==> config.mk <==
export PLATFORM = sky130hd
export DESIGN_NAME = seq_display_driver
export DESIGN_NICKNAME = d
export VERILOG_FILES = /design/src/rtl/seq_display_driver_pkg.sv /design/src/rtl/seq_display_driver_bin7seg.sv /design/src/rtl/seq_display_driver.sv
export SDC_FILE = /design/constraint.sdc
export NUM_CORES = 1
export LEC_CHECK = 0
export BUFFER_PORTS_ARGS = -buffer_cell sky130_fd_sc_hd__buf_4
export CELL_PAD_IN_SITES_DETAIL_PLACEMENT = 1
export CELL_PAD_IN_SITES_GLOBAL_PLACEMENT = 1
export CORE_MARGIN = 2
export CORE_UTILIZATION = 25
export CTS_CLUSTER_DIAMETER = 120
export DETAILED_ROUTE_END_ITERATION = 10
export PLACE_DENSITY_LB_ADDON = 0.1
export SYNTH_ARGS = -nofsm -noshare
export SYNTH_HDL_FRONTEND = slang
export SYNTH_SLANG_ARGS = --single-unit
export TNS_END_PERCENT = 20
==> constraint.sdc <==
create_clock -name clk -period 2.85 [get_ports clk]
set_input_delay 0.1425 -clock clk [delete_from_list [all_inputs] [get_ports clk]]
set_output_delay 0.1425 -clock clk [all_outputs]
set_load 0.03 [all_outputs]
==> src/rtl/seq_display_driver_pkg.sv <==
// Shared types and constants for the sequence-code display driver:
// scan states, segment-symbol selector, active-low patterns, legal codes.
package seq_disp_pkg;

  // Scan slot currently driven onto the display.
  typedef enum logic [1:0] {
    BLANK = 2'd0,
    DIG0  = 2'd1,
    DIG1  = 2'd2
  } scan_state_t;

  // What the shared decoder should draw for the active digit.
  typedef enum logic [1:0] {
    SYM_DIGIT = 2'd0,
    SYM_E     = 2'd1,
    SYM_DASH  = 2'd2,
    SYM_BLANK = 2'd3
  } sym_t;

  // Active-low segment patterns, bit order gfedcba.
  localparam logic [6:0] SEG_0     = 7'h40;
  localparam logic [6:0] SEG_1     = 7'h79;
  localparam logic [6:0] SEG_2     = 7'h24;
  localparam logic [6:0] SEG_3     = 7'h30;
  localparam logic [6:0] SEG_4     = 7'h19;
  localparam logic [6:0] SEG_5     = 7'h12;
  localparam logic [6:0] SEG_6     = 7'h02;
  localparam logic [6:0] SEG_7     = 7'h78;
  localparam logic [6:0] SEG_8     = 7'h00;
  localparam logic [6:0] SEG_9     = 7'h10;
  localparam logic [6:0] SEG_E     = 7'h06;
  localparam logic [6:0] SEG_DASH  = 7'h3F;
  localparam logic [6:0] SEG_BLANK = 7'h7F;

  // Codes the upstream sequence FSM is allowed to produce.
  localparam int          NUM_LEGAL = 6;
  localparam logic [3:0]  LEGAL_CODES [NUM_LEGAL] = '{4'd0, 4'd2, 4'd3, 4'd5, 4'd7, 4'd10};

  function automatic logic is_legal(input logic [3:0] code);
    logic hit;
    hit = 1'b0;
    for (int i = 0; i < NUM_LEGAL; i++) begin
      if (code == LEGAL_CODES[i]) hit = 1'b1;
    end
    return hit;
  endfunction

endpackage

==> src/rtl/seq_display_driver_bin7seg.sv <==
// Combinational symbol decoder: decimal digit, 'E', '-' or blank to an
// active-low 7-segment pattern (gfedcba).
module bin7seg
  import seq_disp_pkg::*;
(
  input  sym_t       sym,
  input  logic [3:0] digit,
  output logic [6:0] pattern
);

  // Pick the pattern for the requested symbol.
  always_comb begin
    // NOTE: every combinational output gets a default first so no path leaves it unassigned (no latch).
    pattern = SEG_BLANK;
    case (sym)
      SYM_DIGIT: begin
        case (digit)
          4'd0:    pattern = SEG_0;
          4'd1:    pattern = SEG_1;
          4'd2:    pattern = SEG_2;
          4'd3:    pattern = SEG_3;
          4'd4:    pattern = SEG_4;
          4'd5:    pattern = SEG_5;
          4'd6:    pattern = SEG_6;
          4'd7:    pattern = SEG_7;
          4'd8:    pattern = SEG_8;
          4'd9:    pattern = SEG_9;
          default: pattern = SEG_BLANK;
        endcase
      end
      SYM_E:    pattern = SEG_E;
      SYM_DASH: pattern = SEG_DASH;
      default:  pattern = SEG_BLANK;
    endcase
  end

endmodule

==> src/rtl/seq_display_driver.sv <==
// Two-digit multiplexed common-anode display driver for the sequence FSM
// code. Latches the code once per frame, shows it in decimal, flags
// illegal codes and flashes the units decimal point after a change.
module seq_display_driver
  import seq_disp_pkg::*;
#(
  parameter int REFRESH_DIV  = 50000,
  parameter int FLASH_FRAMES = 8
) (
  input  logic       clk,
  input  logic       rst,
  input  logic [3:0] seq,
  output logic [6:0] seg,
  output logic [1:0] an,
  output logic       dp,
  output logic       valid_code
);

  localparam int         PW         = (REFRESH_DIV > 2) ? $clog2(REFRESH_DIV) : 1;
  localparam logic [PW-1:0] PRESC_LAST = PW'(REFRESH_DIV - 1);
  localparam logic [7:0] FLASH_LOAD = 8'(FLASH_FRAMES);

  logic [PW-1:0] presc;
  logic          tick;
  logic          frame_start;
  logic [3:0]    seq_q;
  logic [3:0]    disp_val;
  logic [3:0]    prev_val;
  logic [7:0]    flash_cnt;
  scan_state_t   state;
  scan_state_t   next_state;
  logic [3:0]    shown_val;
  logic [3:0]    units_val;
  logic          has_tens;
  logic [7:0]    next_flash;
  sym_t          sym;
  logic [3:0]    digit;
  logic [6:0]    seg_pat;

  assign tick        = (presc == PRESC_LAST);
  // A frame begins whenever the scan enters the units slot.
  assign frame_start = tick && (state != DIG0);

  // Register the synchronous upstream code once.
  always_ff @(posedge clk or negedge rst) begin
    if (!rst) begin
      seq_q <= 4'd0;
    end else begin
      // NOTE: sequential state uses non-blocking assignments so every flop samples pre-edge values.
      seq_q <= seq;
    end
  end

  // Slot-rate prescaler; tick marks its terminal count.
  always_ff @(posedge clk or negedge rst) begin
    if (!rst) presc <= '0;
    else      presc <= tick ? '0 : presc + PW'(1);
  end

  // Next slot, the value it will show, and the symbol to draw there.
  always_comb begin
    next_state = BLANK;
    shown_val  = frame_start ? seq_q : disp_val;
    has_tens   = (shown_val >= 4'd10);
    units_val  = has_tens ? (shown_val - 4'd10) : shown_val;
    next_flash = flash_cnt;
    sym        = SYM_BLANK;
    digit      = 4'd0;

    case (state)
      BLANK:   next_state = DIG0;
      DIG0:    next_state = DIG1;
      DIG1:    next_state = DIG0;
      default: next_state = BLANK;
    endcase

    if (frame_start) begin
      if (seq_q != prev_val)     next_flash = FLASH_LOAD;
      else if (flash_cnt != 8'd0) next_flash = flash_cnt - 8'd1;
    end

    if (!is_legal(shown_val)) begin
      sym = (next_state == DIG0) ? SYM_E : SYM_DASH;
    end else if (next_state == DIG0) begin
      sym   = SYM_DIGIT;
      digit = units_val;
    end else if (has_tens) begin
      sym   = SYM_DIGIT;
      digit = 4'd1;
    end
  end

  bin7seg u_bin7seg (
    .sym     (sym),
    .digit   (digit),
    .pattern (seg_pat)
  );

  // Scan FSM with registered display outputs, frame latch and flash counter.
  always_ff @(posedge clk or negedge rst) begin
    if (!rst) begin
      state      <= BLANK;
      an         <= 2'b11;
      seg        <= SEG_BLANK;
      dp         <= 1'b1;
      valid_code <= 1'b0;
      disp_val   <= 4'd0;
      prev_val   <= 4'd0;
      flash_cnt  <= 8'd0;
    end else begin
      if (tick) begin
        state <= next_state;
        an    <= (next_state == DIG0) ? 2'b10 : 2'b01;
        seg   <= seg_pat;
        dp    <= !((next_state == DIG0) && (next_flash != 8'd0));
      end
      if (frame_start) begin
        disp_val   <= seq_q;
        flash_cnt  <= next_flash;
        valid_code <= is_legal(seq_q);
        if (seq_q != prev_val) prev_val <= seq_q;
      end
    end
  end

endmodule

# Word level (Yosys, flattened, before mapping)
# Memories as Yosys holds them, arrays and structs flattened.
# Cells that the tools add are included.
# totals
regBits,49
rom_bits,112
output_inout_bits,11
wordCells,72
mem_count,1
# memory_table
name,depth,width,rd,rd_clocked_by_memory_dff,wr,line_no,source
(name not given),16,7,1,0,0,seq_display_driver_bin7seg.sv:17,case (digit)
# classes
add_sub_neg,3
order_cmp,1
eq_ne,18
muxes,28
n_reduce_logical,11
# op_table
cell,count
$mux 8,3
$pmux 7 s3,1
$add 16x1->16 const B,1
$eq 16x16->1 const B,1
$eq 4x2->1 const B,4
$eq 4x3->1 const B,4
$mux 16,1
$mux 4,4
$reduce_bool 8->1,2
$mux 1,13
$mux 2,5
$eq 4x4->1 const B,2
$logic_not 4->1,2
$sub 8x1->8 const B,1
$eq 2x1->1 const B,3
$eq 2x2->1 const B,2
$ge 4x4->1 const B,1
$logic_not 2->1,2
$ne 4x4->1,1
$pmux 2 s2,1
$sub 4x4->4 const B,1
$logic_and 1x1->1,2
$ne 2x1->1 const B,1
$reduce_and 2->1,1
other kinds (2),2

# Longest topological paths before layout
# logic_depth
depth_word,13
mapped_depth,16
depth_no_buf,13

# By module
# From an unflattened synthesis, not the netlist that was laid out.
# hier_totals
hier_cells,292
area_unflattened_um2,2771.4
# by_module_without_submodules
module,n_inst,cells_per_inst,area_each_um2,seq_area_each_um2
seq_display_driver,1,248,2466.1,1238.7
bin7seg,1,44,305.3,0.0

# Least setup slack after synthesis
# OpenSTA, ideal clock, no wires.
# synth_path
path_kind,register to register
start,reg presc[0]
end,reg seg[3]
setup_time_ns,0.090
t_arrival_ns,2.668
path_slack_ns,0.092
stages_incl_launch_ff,15
period_less_slack_ns,2.758
cell_sequence,dfrtp_1 > ha_1 > and3_2 > clkbuf_8 > and4_1 > buf_6 > nand2_2 > buf_6 > nor4b_1 > o31ai_1 > inv_1 > ha_1 > mux2_2 > nand2_1 > a21oi_1
# synth_between
elab_chain_cells,13
# synth_rtl
item,line_no,source
start: declaration,seq_display_driver.sv:23,logic [PW-1:0] presc;
start signal: assignment,seq_display_driver.sv:57,else presc <= tick ? '0 : presc + PW'(1);
$eq 16x16->1 (*),seq_display_driver.sv:40,assign tick = (presc == PRESC_LAST);
$logic_and 1x1->1,seq_display_driver.sv:42,assign frame_start = tick && (state != DIG0);
$mux 4,n/a,
$logic_not 4->1,seq_display_driver_pkg.sv:43,if (code == LEGAL_CODES[i]) hit = 1'b1;
$mux 1 (6 in series),seq_display_driver_pkg.sv:43,
$mux 4 / $mux 2 (equally long branches),seq_display_driver.sv:82,if (!is_legal(shown_val)) begin
"$mem_v2 16x7, or another cell as far along",n/a,
$pmux 7 s3,seq_display_driver_bin7seg.sv:15,case (sym)
end signal: assignment,seq_display_driver.sv:114,seg <= seg_pat;
end: declaration,seq_display_driver.sv:13,"output logic [6:0] seg,"
# Every way passes the cells marked *; elsewhere a longest branch is shown, timed or not.
# A chain may end at the register's enable or synchronous reset.

# Worst setup path after layout
# Same ends and word-level chain as after synthesis.

==> results.py <==
metrics = {
    "global_routing": {
        "gr-total-overflow": 0,
        "grt_pass1_vias": 2407,
        "grt_util_all_layers_pct": 13.49,
        "grt_pass1_wl_um": 12240,
        "antenna_found_initial": 0,
        "grt_max_degree": 50,
    },
    "floorplanning": {
        "die-area_mm2": 0.01187,
        "num_rows": 38,
        "fp.dieW_um": 108.9,
        "core_mm2": 0.01079,
        "die_h_um": 108.9,
        "io_pins": 17,
        "start_util_pct": 25.50,
    },
    "setup_path": {
        "critPathSlowestCell": "a2111o_1",
        "path_cells": "ha_1 -> and3_2 -> and4_4 -> buf_8 -> a2111o_1 -> o211ai_1 -> o31ai_4 -> inv_1 -> ha_1 -> mux2_2 -> nand2_1 -> a21oi_1",
        "critPathBufInv": 2,
        "cpMostUsedCell": "ha_1",
        "required_ns": 3.08,
        "cp_top_family": "compound AO/OA/AOI/OAI gates",
        "reg2reg_to": "seg[3]",
        "end_kind": "flip-flop",
        "crit_end": "seg[3]",
        "rrSetupSlack_ns": 0.10,
        "worst_setup_path_start_kind": "flip-flop",
        "startpoint": "presc[0]",
        "worst-endpoint-arrival_ns": 2.98,
        "path_class": "reg -> reg",
        "cpPeakStageDelay_ns": 0.41,
        "worst-r2r-cell-count": 12,
        "cp.depth": 12,
        "crit_path_max_fanout": 12,
        "r2r-start": "presc[0]",
    },
    "cts": {
        "cts_tree": "yes",
        "h-tree-depth": 2,
        "clk_transition_reported_paths_ns": 0.10,
        "cts.sinks": 49,
        "clkLatencyLatePin_ns": 0.31,
        "cts_buffer_depth": 2,
        "root_buffer": "clkbuf_8",
        "numCtsBuffers": 5,
    },
    "logic_synthesis": {
        "synthesis.area_mm2": 0.002753,
        "yosys_register_bits": 49,
        "avgSynthCellArea_um2": 10.01,
        "syn-num-nets": 291,
        "synth-edff-count": 0,
        "syn_inst": 275,
        "synthFlopType": "dfrtp_1",
        "yosysSeqAreaShare_pct": 45.00,
        "yosys_warnings": 0,
        "async_reset_ff_share_pct": 100.0,
        "synth.distinct_cells": 60,
    },
    "finish": {
        "final_cell_mix": "51 x buf_4, 39 x dfrtp_1, 32 x nand2_1, 26 x nor2_1",
        "multiInputGateArea_mm2": 0.001518,
        "nets": 348,
        "fin_cells": 473,
        "seq_area_mm2": 0.001239,
        "area_delta_synth_final_pct": 27.95,
        "n_antenna_cell": 0,
        "fin_area_mm2": 0.003522,
        "final_common_cell": "buf_4",
        "fill_cells": 1230,
        "drive_above_1_share_pct": 31.53,
    },
    "timing": {
        "max_freq_ghz": 0.3639,
        "slew_headroom_pct": 56.75,
        "fin_crit_ns": 2.748,
        "setup_viol": 0,
        "fin_setup_tns_ns": 0,
        "final.period_utilization_pct": 96.43,
        "hold_ws_ns": 0.4089,
        "clock_skew_ns": 0.008458,
        "rsz0062_at_grt": "yes",
        "slew_violations": 0,
        "final_hold_viol_count": 0,
        "tightest_slew_ns": 0.6487,
    },
    "drt": {
        "ant_nets": 0,
        "drt_iter0_drc": 44,
        "viasPerCell": 4.662,
        "routed_wirelength_um": 7378,
        "drc_errors": 0,
        "vias": 2205,
        "first_pass_iters": 4,
        "wl_per_cell_um": 15.60,
    },
    "power_and_ir_drop": {
        "power.density_mw_per_mm2": 336.0,
        "total_power_w": 0.001183,
        "p_int_w": 0.0009118,
        "ir_drop_v": 0.0001584,
        "switching_share_pct": 22.95,
        "leakagePower_nw": 1.578,
        "switchingPower_w": 0.0002716,
        "comb_power_share_pct": 3.2,
        "clkPwrFrac_pct": 37.4,
        "seqPwrFrac_pct": 59.4,
    },
    "placed_design": {
        "dpl_cell_area_mm2": 0.003201,
        "dp_cells": 452,
        "dp_hpwl_um": 5540,
        "gp_congestion": 0.7716,
        "port_buffers": 16,
    },
    "status": {
        "status": "complete, no violations",
    },
    "hold_path": {
        "hp-class": "in -> async",
    },
    "job": {
        "drv_cap": 0,
    },
}
worst reg2reg max path, cell delays in order, from the launching register on:
cell	delay, ns
dfrtp_1	0.40
ha_1	0.22
and3_2	0.22
and4_4	0.18
buf_8	0.15
a2111o_1	0.41
o211ai_1	0.20
o31ai_4	0.16
inv_1	0.11
ha_1	0.24
mux2_2	0.26
nand2_1	0.07
a21oi_1	0.06
sequential cells by signal, summed over array words and instances, names as in the netlist:
register,count
seg,7
dp,1
an,2
state,2
disp_val,4
flash_cnt,8
seq_q,4
valid_code,1
prev_val,4
presc,16
area by class of cell:
cell class | instances | area share [%]
Multi-Input combinational cell | 209 | 43.09
Timing Repair Buffer | 59 | 13.36
Inverter | 8 | 0.8526
Tap cell | 140 | 4.973
Sequential cell | 49 | 35.17
Clock buffer | 8 | 2.558
worst min-delay path by stage:
stage | startpoint | slack (ns) | end
detailed placement | rst | 0.24 | presc[7]
global placement | rst | 0.23 | state[0]
global route | seq[3] | 0.46 | seq_q[3]
CTS | rst | 0.43 | disp_val[2]
floorplan | rst | -0.15 | disp_val[0]
finish | rst | 0.41 | valid_code
per-layer routing:
layer	GRT usage, %	share of wire (%)	vias to the layer above
met3	2.271	1.6	6
met1	16.62	47	1091
met4	4.212	1.3	0
li1	-	-	1090
met2	23.91	50	18
met5	0	0	-
power groups by stage:
stage               clock (W)  combinational, W  sequential [W]
global placement            0         0.0000343        0.000716
finish               0.000442         0.0000380        0.000703
detailed placement          0         0.0000345        0.000716
global route         0.000491         0.0000431        0.000704
CTS                  0.000469         0.0000399        0.000703
floorplan                   0         0.0000116        0.000713
cell usage after synthesis (all sizes together), types with 7 or more instances:
cell,count,area (um2)
dfstp,10,262.8
nor3,9,56.31
dfrtp,39,975.9
xor2,9,78.83
xnor2,12,105.1
ha,10,125.1
o21ai,21,116.4
a21oi,10,50.05
nand2b,7,43.79
inv,8,30.03
nand2,33,126.4
nor2,27,108.9
stage by stage:
step           util [%]  setup WS, ns
4_1_cts           31.23      -0.03442
3_3_place_gp      29.65      -0.09648
3_5_place_dp      29.65       -0.1314
2_1_floorplan         -       0.09159
6_report          32.63        0.1018
5_1_grt           32.63      -0.04844
logic make-up (layout without fill, tap and decap cells):
family | count (synthesis) | after routing | share of synthesized area, %
buf+inv | 17 | 75 | 3.727
mux | 5 | 5 | 1.954
xor+xnor | 21 | 21 | 6.682
fa+ha+maj | 10 | 10 | 4.545
flops | 49 | 49 | 45.00
compound gates | 57 | 57 | 14.05
simple gates | 116 | 116 | 24.05
repair_timing:
| item | in CTS | in global routing |
|---|---|---|
| gates resized for setup | 7 | 22 |
| setup buffers | 0 | 8 |
| hold buffers | 5 | 0 |
| hold endpoints to repair | 43 | 0 |
| setup endpoints to repair | 7 | 7 |
| pin swaps | 0 | 8 |
Power figures use the tool's default switching activity.
